===== config.mk =====
export PLATFORM = sky130hd
export DESIGN_NAME = stack_ctrl
export DESIGN_NICKNAME = d
export VERILOG_FILES = /design/src/rtl/stack_pkg.sv /design/src/rtl/stack_ram.sv /design/src/rtl/stack_ctrl.sv
export SDC_FILE = /design/constraint.sdc
export NUM_CORES = 1
export LEC_CHECK = 0
export BUFFER_PORTS_ARGS = -buffer_cell sky130_fd_sc_hd__buf_4
export CAP_MARGIN = 20
export CORE_AREA = 2 2 124 126
export CTS_BUF_LIST = sky130_fd_sc_hd__clkbuf_8
export DETAILED_ROUTE_END_ITERATION = 10
export DIE_AREA = 0 0 126 128
export PLACE_DENSITY = 0.66
export SLEW_MARGIN = 20
export SYNTH_ARGS = -nofsm -noshare
export SYNTH_HDL_FRONTEND = slang
export SYNTH_SLANG_ARGS = --single-unit
export TNS_END_PERCENT = 1

===== constraint.sdc =====
create_clock -name clk -period 3.75 [get_ports clk]
set_input_delay 0.1875 -clock clk [delete_from_list [all_inputs] [get_ports clk]]
set_output_delay 0.1875 -clock clk [all_outputs]
set_load 0.02 [all_outputs]

===== src/rtl/stack_pkg.sv =====
// Shared types and default sizing for the CPU operand stack controller.
package stack_pkg;

  localparam int STACK_DATA_W = 8;
  localparam int STACK_DEPTH  = 16;

  typedef enum logic [1:0] {
    OP_NOP  = 2'b00,
    OP_PUSH = 2'b01,
    OP_POP  = 2'b10,
    OP_TOS  = 2'b11
  } cmd_op_e;

  typedef enum logic {
    S_IDLE = 1'b0,
    S_RD   = 1'b1
  } state_e;

endpackage


===== src/rtl/stack_ram.sv =====
// Single-port stack storage: synchronous write, registered read, no reset on contents.
module stack_ram #(
  parameter int DATA_W = 8,
  parameter int DEPTH  = 16,
  parameter int ADDR_W = $clog2(DEPTH)
) (
  input  logic              clk,
  input  logic              we_i,
  input  logic              re_i,
  input  logic [ADDR_W-1:0] addr_i,
  input  logic [DATA_W-1:0] wdata_i,
  output logic [DATA_W-1:0] rdata_o
);

  logic [DATA_W-1:0] mem_q [DEPTH];
  logic [DATA_W-1:0] rdata_q;

  // Read register only moves on a read so it stays a clean block-RAM output stage.
  always_ff @(posedge clk) begin
    if (we_i) begin
      mem_q[addr_i] <= wdata_i;
    end
    if (re_i) begin
      rdata_q <= mem_q[addr_i];
    end
  end

  assign rdata_o = rdata_q;

endmodule


===== src/rtl/stack_ctrl.sv =====
// Operand stack controller: PUSH/POP/TOS sequencing over stack_ram, occupancy and error flags.
// Define STACK_ERR_STICKY_EN to make ovf_err/unf_err sticky until err_clr.
module stack_ctrl
  import stack_pkg::*;
#(
  parameter int DATA_W = STACK_DATA_W,
  parameter int DEPTH  = STACK_DEPTH,
  parameter int CNT_W  = $clog2(DEPTH) + 1
) (
  input  logic              clk,
  input  logic              rst,
  input  logic              cmd_valid,
  output logic              cmd_ready,
  input  logic [1:0]        cmd_op,
  input  logic [DATA_W-1:0] push_data,
  output logic              rsp_valid,
  output logic [DATA_W-1:0] rsp_data,
  output logic [CNT_W-1:0]  count,
  output logic              empty,
  output logic              full,
  output logic              ovf_err,
  output logic              unf_err,
  input  logic              err_clr
);

  localparam int ADDR_W = $clog2(DEPTH);

  state_e            state_q, state_d;
  logic [CNT_W-1:0]  sp_q, sp_d, sp_dec;
  logic [DATA_W-1:0] rsp_data_q, rsp_data_d;
  logic [DATA_W-1:0] ram_rdata;
  logic              ovf_q, ovf_d, unf_q, unf_d;
  logic              ovf_ev, unf_ev;
  logic              ram_we, ram_re;
  logic [ADDR_W-1:0] ram_addr;
  logic              accept;
  cmd_op_e           op;

  assign op     = cmd_op_e'(cmd_op);
  assign sp_dec = sp_q - CNT_W'(1);
  assign empty  = (sp_q == '0);
  assign full   = (sp_q == CNT_W'(DEPTH));
  assign accept = cmd_valid && (state_q == S_IDLE);

  always_comb begin
    state_d    = state_q;
    sp_d       = sp_q;
    rsp_data_d = rsp_data_q;
    ram_we     = 1'b0;
    ram_re     = 1'b0;
    ram_addr   = sp_q[ADDR_W-1:0];
    ovf_ev     = 1'b0;
    unf_ev     = 1'b0;
    case (state_q)
      S_IDLE: begin
        if (accept) begin
          case (op)
            OP_PUSH: begin
              if (full) begin
                ovf_ev = 1'b1;
              end else begin
                ram_we = 1'b1;
                sp_d   = sp_q + CNT_W'(1);
              end
            end
            OP_POP, OP_TOS: begin
              if (empty) begin
                unf_ev = 1'b1;
              end else begin
                ram_re   = 1'b1;
                ram_addr = sp_dec[ADDR_W-1:0];
                state_d  = S_RD;
                if (op == OP_POP) begin
                  sp_d = sp_dec;
                end
              end
            end
            default: ;
          endcase
        end
      end
      S_RD: begin
        rsp_data_d = ram_rdata;
        state_d    = S_IDLE;
      end
      default: state_d = S_IDLE;
    endcase
  end

`ifdef STACK_ERR_STICKY_EN
  // A fresh error beats a simultaneous clear.
  assign ovf_d = ovf_ev | (ovf_q & ~err_clr);
  assign unf_d = unf_ev | (unf_q & ~err_clr);
`else
  logic err_clr_unused;
  assign err_clr_unused = err_clr;
  assign ovf_d = ovf_ev;
  assign unf_d = unf_ev;
`endif

  always_ff @(posedge clk or posedge rst) begin
    if (rst) begin
      state_q    <= S_IDLE;
      sp_q       <= '0;
      rsp_data_q <= '0;
      ovf_q      <= 1'b0;
      unf_q      <= 1'b0;
    end else begin
      state_q    <= state_d;
      sp_q       <= sp_d;
      rsp_data_q <= rsp_data_d;
      ovf_q      <= ovf_d;
      unf_q      <= unf_d;
    end
  end

  stack_ram #(
    .DATA_W (DATA_W),
    .DEPTH  (DEPTH),
    .ADDR_W (ADDR_W)
  ) u_ram (
    .clk     (clk),
    .we_i    (ram_we),
    .re_i    (ram_re),
    .addr_i  (ram_addr),
    .wdata_i (push_data),
    .rdata_o (ram_rdata)
  );

  // During RD the fresh RAM word is shown directly; afterwards the captured copy holds it.
  assign rsp_data  = (state_q == S_RD) ? ram_rdata : rsp_data_q;
  assign rsp_valid = (state_q == S_RD);
  assign cmd_ready = (state_q == S_IDLE);
  assign count     = sp_q;
  assign ovf_err   = ovf_q;
  assign unf_err   = unf_q;

endmodule

==> results by stage, run 1 <==
STA:
- Across the routed clock network, the largest skew measured is 0.00769 ns.
- The measured slew at the worst slew-check pin is 0.982 ns.
- The max-slew violation count is 0.
- The count of endpoints failing hold in the final timing report is 0.
- The top achievable clock speed is 300 MHz.
- The time the worst path needs with I/O delays and setup is 3.33 ns.
- The setup TNS is 0 ns.
- The final setup slack of the worst path is 0.416 ns.
- Setup violations remaining at the end of the flow were counted as 0.
- The share of the clock period used by the worst path is 0.889.
- Setup repair after global routing left no endpoint under its margin.
- The headroom to the max-slew limit is 0.345.

Power and ir drop:
- The worst-case IR drop observed on VDD is 0.364 mV.
- The leakage power of the design is 2.90 nW.
- The total power density per cell area is 763 nW/um^2.
- The power consumption is 6.27 mW.

Setup path:
- The worst setup path is captured at a flop.
- The worst register-to-register path has a depth of 8.
- The data required time of the worst path is 3.83 ns.
- The setup path with the least slack is of type flop to flop.
- STA puts the critical path data arrival time at 3.41 ns.
- In this run the register-to-register setup slack is 0.42 ns.
- The worst setup path is launched from a flop.
- In this run the worst path has a maximum fanout of 14.

Place:
- The count of buffers added on input and output ports is 31.
- OpenSTA, run right after detailed placement, puts the worst setup slack at 0.434 ns.
- The placed wire-length estimate is 9690 um.
- The cell total after placement is 629.
- Routability-driven placement finished with a final weighted congestion of 0.865.

Drt:
- The count of nets left with antenna violations once routing finished came out at 0.
- In the final routed layout, each cell accounts on average for 23.1 um.
- The DRC violation count after routing is 0.
- For this run, the detailed router's first-pass iteration total came to 4.
- Dividing the detail-routed via count by the number of cells gives 6.07.
- Across all layers, the routed design uses 4019 vias.
- The DRC marker count from the first detailed-route iteration is 368.
- The detailed-route wire length is 15300 um.

Clock tree:
- The number of levels the H-tree was split into is 4.
- The CTS buffer count is 17.
- TritonCTS built the clock tree.
- The root cell of the clock tree is clkbuf_8.
- For this design, the sink count on the clock tree is 152.
- No sink is reached through more buffers than the 2 on the longest clock path.
- The post-cts sizing count is 0.
- The post-CTS clock slew at the launch and capture registers of the worst setup and hold paths is 0.08 ns.
- For the worst-skew pair, the clock arrives at the later sink with an insertion delay of 0.45 ns.

Final layout:
- After filler insertion, the fill cell instance count of the layout stands at 1159.
- The register area is 4490 sq um.
- The number of antenna diodes in the final layout is 0.
- In the final design database the tool counted 481 nets.
- The finished layout holds 662 standard cells, fillers aside.
- In the final layout, the share of cells above drive strength 1 is 0.329.
- The multi-input combinational cells in the finished layout cover a total of 2610 sq um.
- The synthesis-to-layout area growth is 12.7%.

Yosys:
- Summing every instance area after synthesis gives 7290 sq um.
- Yosys attributes the largest share of cell area to edfxtp_1 56%, mux4_2 20%, dfrtp_1 5.5%, nand2_1 2.5%, mux2i_1 2.2%.
- Of the synthesized area, sequential elements account for 0.615.
- The async set or reset register ratio after synthesis is 0.105.
- The average instance in the mapped netlist occupies 16.9 sq um.
- The most instantiated library cell after synthesis is edfxtp_1.
- After synthesis, the most frequently instantiated cells are 136 x edfxtp_1, 64 x mux4_2, 49 x nand2_1.
- The most common flop cell mapped by yosys is edfxtp_1.
- The post-synthesis net count is 450.
- The number of enable flip-flop cells after synthesis is 136.
- edfxtp_1 takes more of the synthesized area than any other cell.
- The number of storage elements in the synthesis netlist is 152.
- Of the post-synthesis cell area, the dominant cell type holds 0.561.
- Yosys mapped the design onto 43 distinct sky130hd cell types.
- The cell count after synthesis came out at 430.
- During synthesis, Yosys emitted a total of 0 warnings.

Global routing:
- The total congestion overflow is 0.
- The maximum number of pins on one net before global-route repair is 64.
- Across every metal layer, demand over resource in global routing totals 0.200.
- The number of antenna violations at the first check in global routing came to 0.
- The number of global-route vias before repair was 4129.
- The first global-routing pass estimated 23600 um of wire.

Status:
- The run finished with clean final reports.

Die:
- 33 I/O pins were placed.
- The die covers 16100 sq um.
- The initial utilization of the core area, before any placement, comes to 0.490.
- The number of rows in the core area is 45.
- The area of the core is 14900 sq um.
- The die span in y is 128 um.
- The die is 126 um wide.

Min path:
- The path category of the worst min-delay check is input pin to flop.
- Counting instances, the worst hold path has a depth of 1.

Run:
- The reported max-cap violation count is 0.
## state kept, by name, summed over array words and instances (netlist names)
register and flops:
unf_err 1, u_ram.mem_q 128, count 5, rsp_data_q 8, u_ram.rdata_o 8, rsp_valid 1
ovf_err 1
## cell type report
cell class,instances,share of cell area
clock buffer,17,0.0285
clock inverter,15,0.0341
inverter,8,0.00366
multi-input combinational,239,0.317
sequential,152,0.547
tap,188,0.0286
timing repair buffer,43,0.0411
## power by group
part,leakage (nW),switching [mW],internal [mW],total (mW)
registers,1.42,0.108,2.01,2.12
logic,1.23,1.32,1.25,2.57
clock network,0.250,0.587,0.985,1.57
## critical path, cell delays in order (launching register included)
cell     delay [ns]
dfrtp_4        0.58
inv_1          0.24
ha_1           0.20
or4b_4         0.51
nand3_4        0.20
inv_2          0.11
nor3_1         0.18
o21ai_1        0.18
nor2b_1        0.75
## cells in the final DEF, fill, tap and decap left out, types with 2 or more instances in the layout
| master | n |
|---|---|
| edfxtp_1 | 136 |
| mux4_2 | 64 |
| nand2_1 | 49 |
| buf_4 | 41 |
| clkbuf_8 | 17 |
| mux2i_1 | 16 |
| nor2_1 | 14 |
| dfrtp_1 | 14 |
| nor2b_1 | 10 |
| nor3_1 | 8 |
| a21boi_1 | 8 |
| o22ai_1 | 8 |
| a211o_1 | 8 |
| mux2_2 | 8 |
| bufinv_16 | 8 |
| inv_1 | 7 |
| xnor2_1 | 6 |
| ha_1 | 6 |
| and3_1 | 4 |
| o21ai_1 | 4 |
| o21ai_0 | 3 |
| clkinvlp_4 | 3 |
| inv_2 | 2 |
| nand2b_1 | 2 |
| o31ai_1 | 2 |
| nand4_1 | 2 |
| nand3_1 | 2 |
| clkinv_2 | 2 |
## final timing paths
path                                  start           endpoint
setup / recovery                   count[0]  u_ram.mem_q[8][1]
min in group asynchronous               rst           count[4]
max in group asynchronous               rst           count[0]
hold reg to reg            u_ram.rdata_o[6]      rsp_data_q[6]
hold / removal                 push_data[7]  u_ram.mem_q[5][7]
setup reg to reg                   count[0]  u_ram.mem_q[8][1]
## what timing repair did
item | in CTS | in global routing
hold endpoints to repair | 16 | 0
hold buffers | 1 | 0
setup endpoints to repair | 0 | 0
setup buffers | 0 | 0
## metal layers
layer	GRT usage	vias to the layer above	wire (um)
li1	-	1780	-
met1	0.256	2069	6230
met2	0.341	148	7900
met3	0.0451	22	855
met4	0.0672	0	312
met5	0	-	0
## per-stage QoR
| step | cell area (sq um) | hold WS (ns) | util |
|---|---|---|---|
| 2_1_floorplan | 7290 | 0.101 | - |
| 3_5_place_dp | 7690 | 0.319 | 0.517 |
| 5_1_grt | 8210 | 0.0669 | 0.553 |
| 4_1_cts | 8210 | 0.0401 | 0.553 |
| 3_3_place_gp | 7690 | 0.311 | 0.517 |
| 6_report | 8210 | 0.0619 | 0.553 |
## cells by family (layout without fill, tap and decap cells)
family                   after synthesis  after routing  synth area share
flip-flops                           152            152             0.615
AO/OA/AOI/OAI                         39             39            0.0405
XOR/XNOR                               7              7           0.00842
buffers and inverters                 39             83            0.0268
AND/OR/NAND/NOR                       99             99            0.0663
adder cells (fa/ha/maj)                6              6            0.0103
multiplexers                          88             88             0.232
(Power assumes the default switching activity.)
==> inputs of run 2 (changes only) <==
--- a/config.mk
+++ b/config.mk
@@ -7,11 +7,11 @@
 export LEC_CHECK = 0
 export BUFFER_PORTS_ARGS = -buffer_cell sky130_fd_sc_hd__buf_4
 export CAP_MARGIN = 20
-export CORE_AREA = 2 2 124 126
+export CORE_AREA = 2 2 119 121
 export CTS_BUF_LIST = sky130_fd_sc_hd__clkbuf_8
 export DETAILED_ROUTE_END_ITERATION = 10
-export DIE_AREA = 0 0 126 128
-export PLACE_DENSITY = 0.66
+export DIE_AREA = 0 0 121 123
+export PLACE_DENSITY = 0.71
 export SLEW_MARGIN = 20
 export SYNTH_ARGS = -nofsm -noshare
 export SYNTH_HDL_FRONTEND = slang
==> run 2 against run 1 <==
Cell area decreased by 1.5%; maximum frequency increased by 1.2%; register-to-register slack improved by 0.04 ns; die area decreased by 7.7%; global-route usage increased by 1.6 points; sequential power about the same; count of clock-buffer cells in the layout unchanged; combinational power decreased by 2%; sequential share of layout area increased by 0.83 points; worst hold slack improved by 0.0037 ns; largest power group unchanged.
==> results by stage, run 2 (synthesis results as in run 1) <==
Final layout:
- Commonest non-fill, non-tap cells in the layout: 136 x edfxtp_1, 64 x mux4_2, 49 x nand2_1, 42 x buf_4, 17 x clkbuf_8 (was 136 x edfxtp_1, 64 x mux4_2, 49 x nand2_1, 41 x buf_4, 17 x clkbuf_8).
- The number of flip-flops in the largest register was 128 (unchanged).
- The proportion of layout cells with a drive suffix above 1 is 0.320 (was 0.329).
- The post-route core utilization is 0.594 (was 0.553).
- The final antenna diode count is 0 (unchanged).
- The synthesis-to-layout area growth came to 11.0% (was 12.7%).
- The layout net count is 482 (was 481).
- The layout filler cell count is 1028 (was 1159).
- The register containing the most flip-flops in the final layout is u_ram.mem_q (unchanged).
- The most common cell after layout, fill and taps aside is edfxtp_1 (unchanged).

Global routing:
- The number of global-route vias before repair was 4029 (was 4129).
- The maximum number of pins on one net before global-route repair was 62 (was 64).
- The total congestion overflow is 0 (unchanged).
- The number of antenna violations at the first check in global routing is 0 (unchanged).
- The global router's overall resource usage is 0.216 (was 0.200).
- The global-route wire length before repair came to 22900 um (was 23600 um).

Clock tree:
- The number of setup buffers added after CTS is 0 (unchanged).
- The clock latency reported for the late side of the worst-skew pair is 0.45 ns (about the same).
- The CTS buffer count was 17 (unchanged).
- The root cell of the clock tree is clkbuf_8 (unchanged).
- The post-cts sizing count is 0 (unchanged).
- The number of levels the H-tree was split into was 4 (unchanged).
- The TritonCTS clock tree is built (unchanged).
- The post-CTS clock slew at the launch and capture registers of the worst setup and hold paths is 0.08 ns (about the same).
- The buffer levels on the longest clock path is 2 (unchanged).
- The sink count of the clock tree came to 152 (unchanged).

STA:
- The setup TNS is 0 ns (unchanged).
- The time the worst path needs with I/O delays and setup is 3.29 ns (was 3.33 ns).
- The measured slew at the worst slew-check pin is 0.930 ns (was 0.982 ns).
- The max-slew violation count is 0 (unchanged).
- The count of endpoints failing hold in the final timing report is 0 (unchanged).
- The setup skew after layout is 0.0104 ns (was 0.00769 ns).
- The headroom to the max-slew limit is 0.380 (was 0.345).
- The setup violation total in the final timing report is 0 (unchanged).
- The share of the clock period used by the worst path came to 0.879 (was 0.889).
- Setup repair after global routing missed its margin: no (unchanged).
- The top achievable clock speed is 304 MHz (was 300 MHz).

Power and ir drop:
- The maximum ir drop on the vdd rail was 0.474 mV (was 0.364 mV).
- The leakage power of the design came to 2.85 nW (was 2.90 nW).
- The total power density per cell area is 729 nW/um^2 (was 763 nW/um^2).

Setup path:
- The sort of element at the start of the critical path was a flop (unchanged).
- The path type of the worst setup path is flop to flop (unchanged).
- The sort of element at the end of the critical path was a flop (unchanged).
- The worst-case reg-to-reg path depth was 8 (unchanged).
- The data arrival time of the critical path is 3.37 ns (was 3.41 ns).
- The data required time of the worst path was 3.82 ns (was 3.83 ns).
- The highest net fanout along the worst path was 19 (was 14).

Place:
- The number of port buffers is 31 (unchanged).
- The placed wire-length estimate is 9350 um (was 9690 um).
- The placer's final routability congestion estimate is 0.789 (was 0.865).

Drt:
- The average detailed-routed wire length per instance is 22.7 um (was 23.1 um).
- The DRC violation count after routing came to 0 (unchanged).
- The average vias per placed instance is 6.10 (was 6.07).
- The remaining antenna violation count is 0 (unchanged).
- The detailed-route wire length was 14800 um (was 15300 um).
- The via total after detailed routing came to 3995 (was 4019).
- The DRC marker count from the first detailed-route iteration is 388 (was 368).
- The number of detailed-route iterations in the first pass was 4 (unchanged).

Min path:
- The cell depth of the worst hold path came to 1 (unchanged).
- The path category of the worst min-delay check is input pin to flop (unchanged).

Die:
- The die boundary width was 121 um (was 126 um).
- The top-level I/O count was 33 (unchanged).
- The number of rows in the core area was 43 (was 45).
- The area of the core is 13600 sq um (was 14900 sq um).
- The area enclosed by the die boundary was 14900 sq um (was 16100 sq um).
- The effective utilization at floorplan is 0.535 (was 0.490).
- The die span in y is 123 um (was 128 um).

Status:
- Result of the run: finished clean (unchanged).

Run:
- The reported max-cap violation count is 0 (unchanged).
run 2: cell count changes in the layout (fill, tap and decap cells not counted), sizes merged:
cell	before	now
clkinv	3	5
clkinvlp	3	2
bufinv	8	3
inv	9	13
buf	42	43
run 2: per-layer routing:
layer / track usage / vias to the layer above / routed length [um]
li1: - / 1787 / -
met5: 0 / - / 0
met2: 0.358 / 145 / 7500
met4: 0.0792 / 0 / 308
met3: 0.0507 / 24 / 927
met1: 0.282 / 2039 / 6110
run 2: final timing paths:
path,from,to,slack [ns]
max in group asynchronous,rst,count[0],2.88
min in group asynchronous,rst,count[4],0.38
max reg2reg,count[0],u_ram.mem_q[7][7],0.46
min reg2reg,rsp_data_q[6],rsp_data_q[6],0.50
min,push_data[6],u_ram.mem_q[15][6],0.07
max,count[0],u_ram.mem_q[7][7],0.46
run 2: stage by stage:
stage / total power, mW / area [sq um] / std cells / hold slack (ns) / worst slack, ns
final: 5.89 / 8090 / 655 / 0.0657 / 0.455
after global routing: 6.20 / 8090 / 655 / 0.0518 / 0.263
after CTS: 5.94 / 8090 / 655 / 0.0453 / 0.428
after detailed placement: 4.70 / 7690 / 622 / 0.312 / 0.443
after global placement: 4.65 / 7690 / 622 / 0.300 / 0.542
after floorplan: 4.08 / 7290 / 430 / 0.101 / 0.495
run 2: layout make-up:
| cell class | count | area (sq um) | area share |
|---|---|---|---|
| sequential | 152 | 4490 | 0.555 |
| timing repair buffer | 44 | 345 | 0.0427 |
| multi-input combinational | 239 | 2610 | 0.322 |
| clock inverter | 15 | 160 | 0.0198 |
| tap | 180 | 225 | 0.0278 |
| clock buffer | 17 | 234 | 0.0289 |
| inverter | 8 | 30.0 | 0.00371 |
run 2: timing repair:
item	in CTS	in global routing
hold buffers	1	0
setup endpoints to repair	0	0
hold endpoints to repair	16	0
run 2: worst max-delay path, cell delays in order, from the launching register on:
cell and delay (ns):
dfrtp_4 0.58, inv_1 0.22, ha_1 0.20, or4b_4 0.51, nand3_4 0.10, inv_2 0.16, nor3_1 0.21, o21ai_1 0.22
nor2b_1 0.71
run 2: report_power, final:
part	switching [mW]	internal, mW	total [mW]
logic	1.26	1.25	2.51
registers	0.134	2.01	2.15
clock network	0.590	0.648	1.24
total	1.99	3.91	5.89
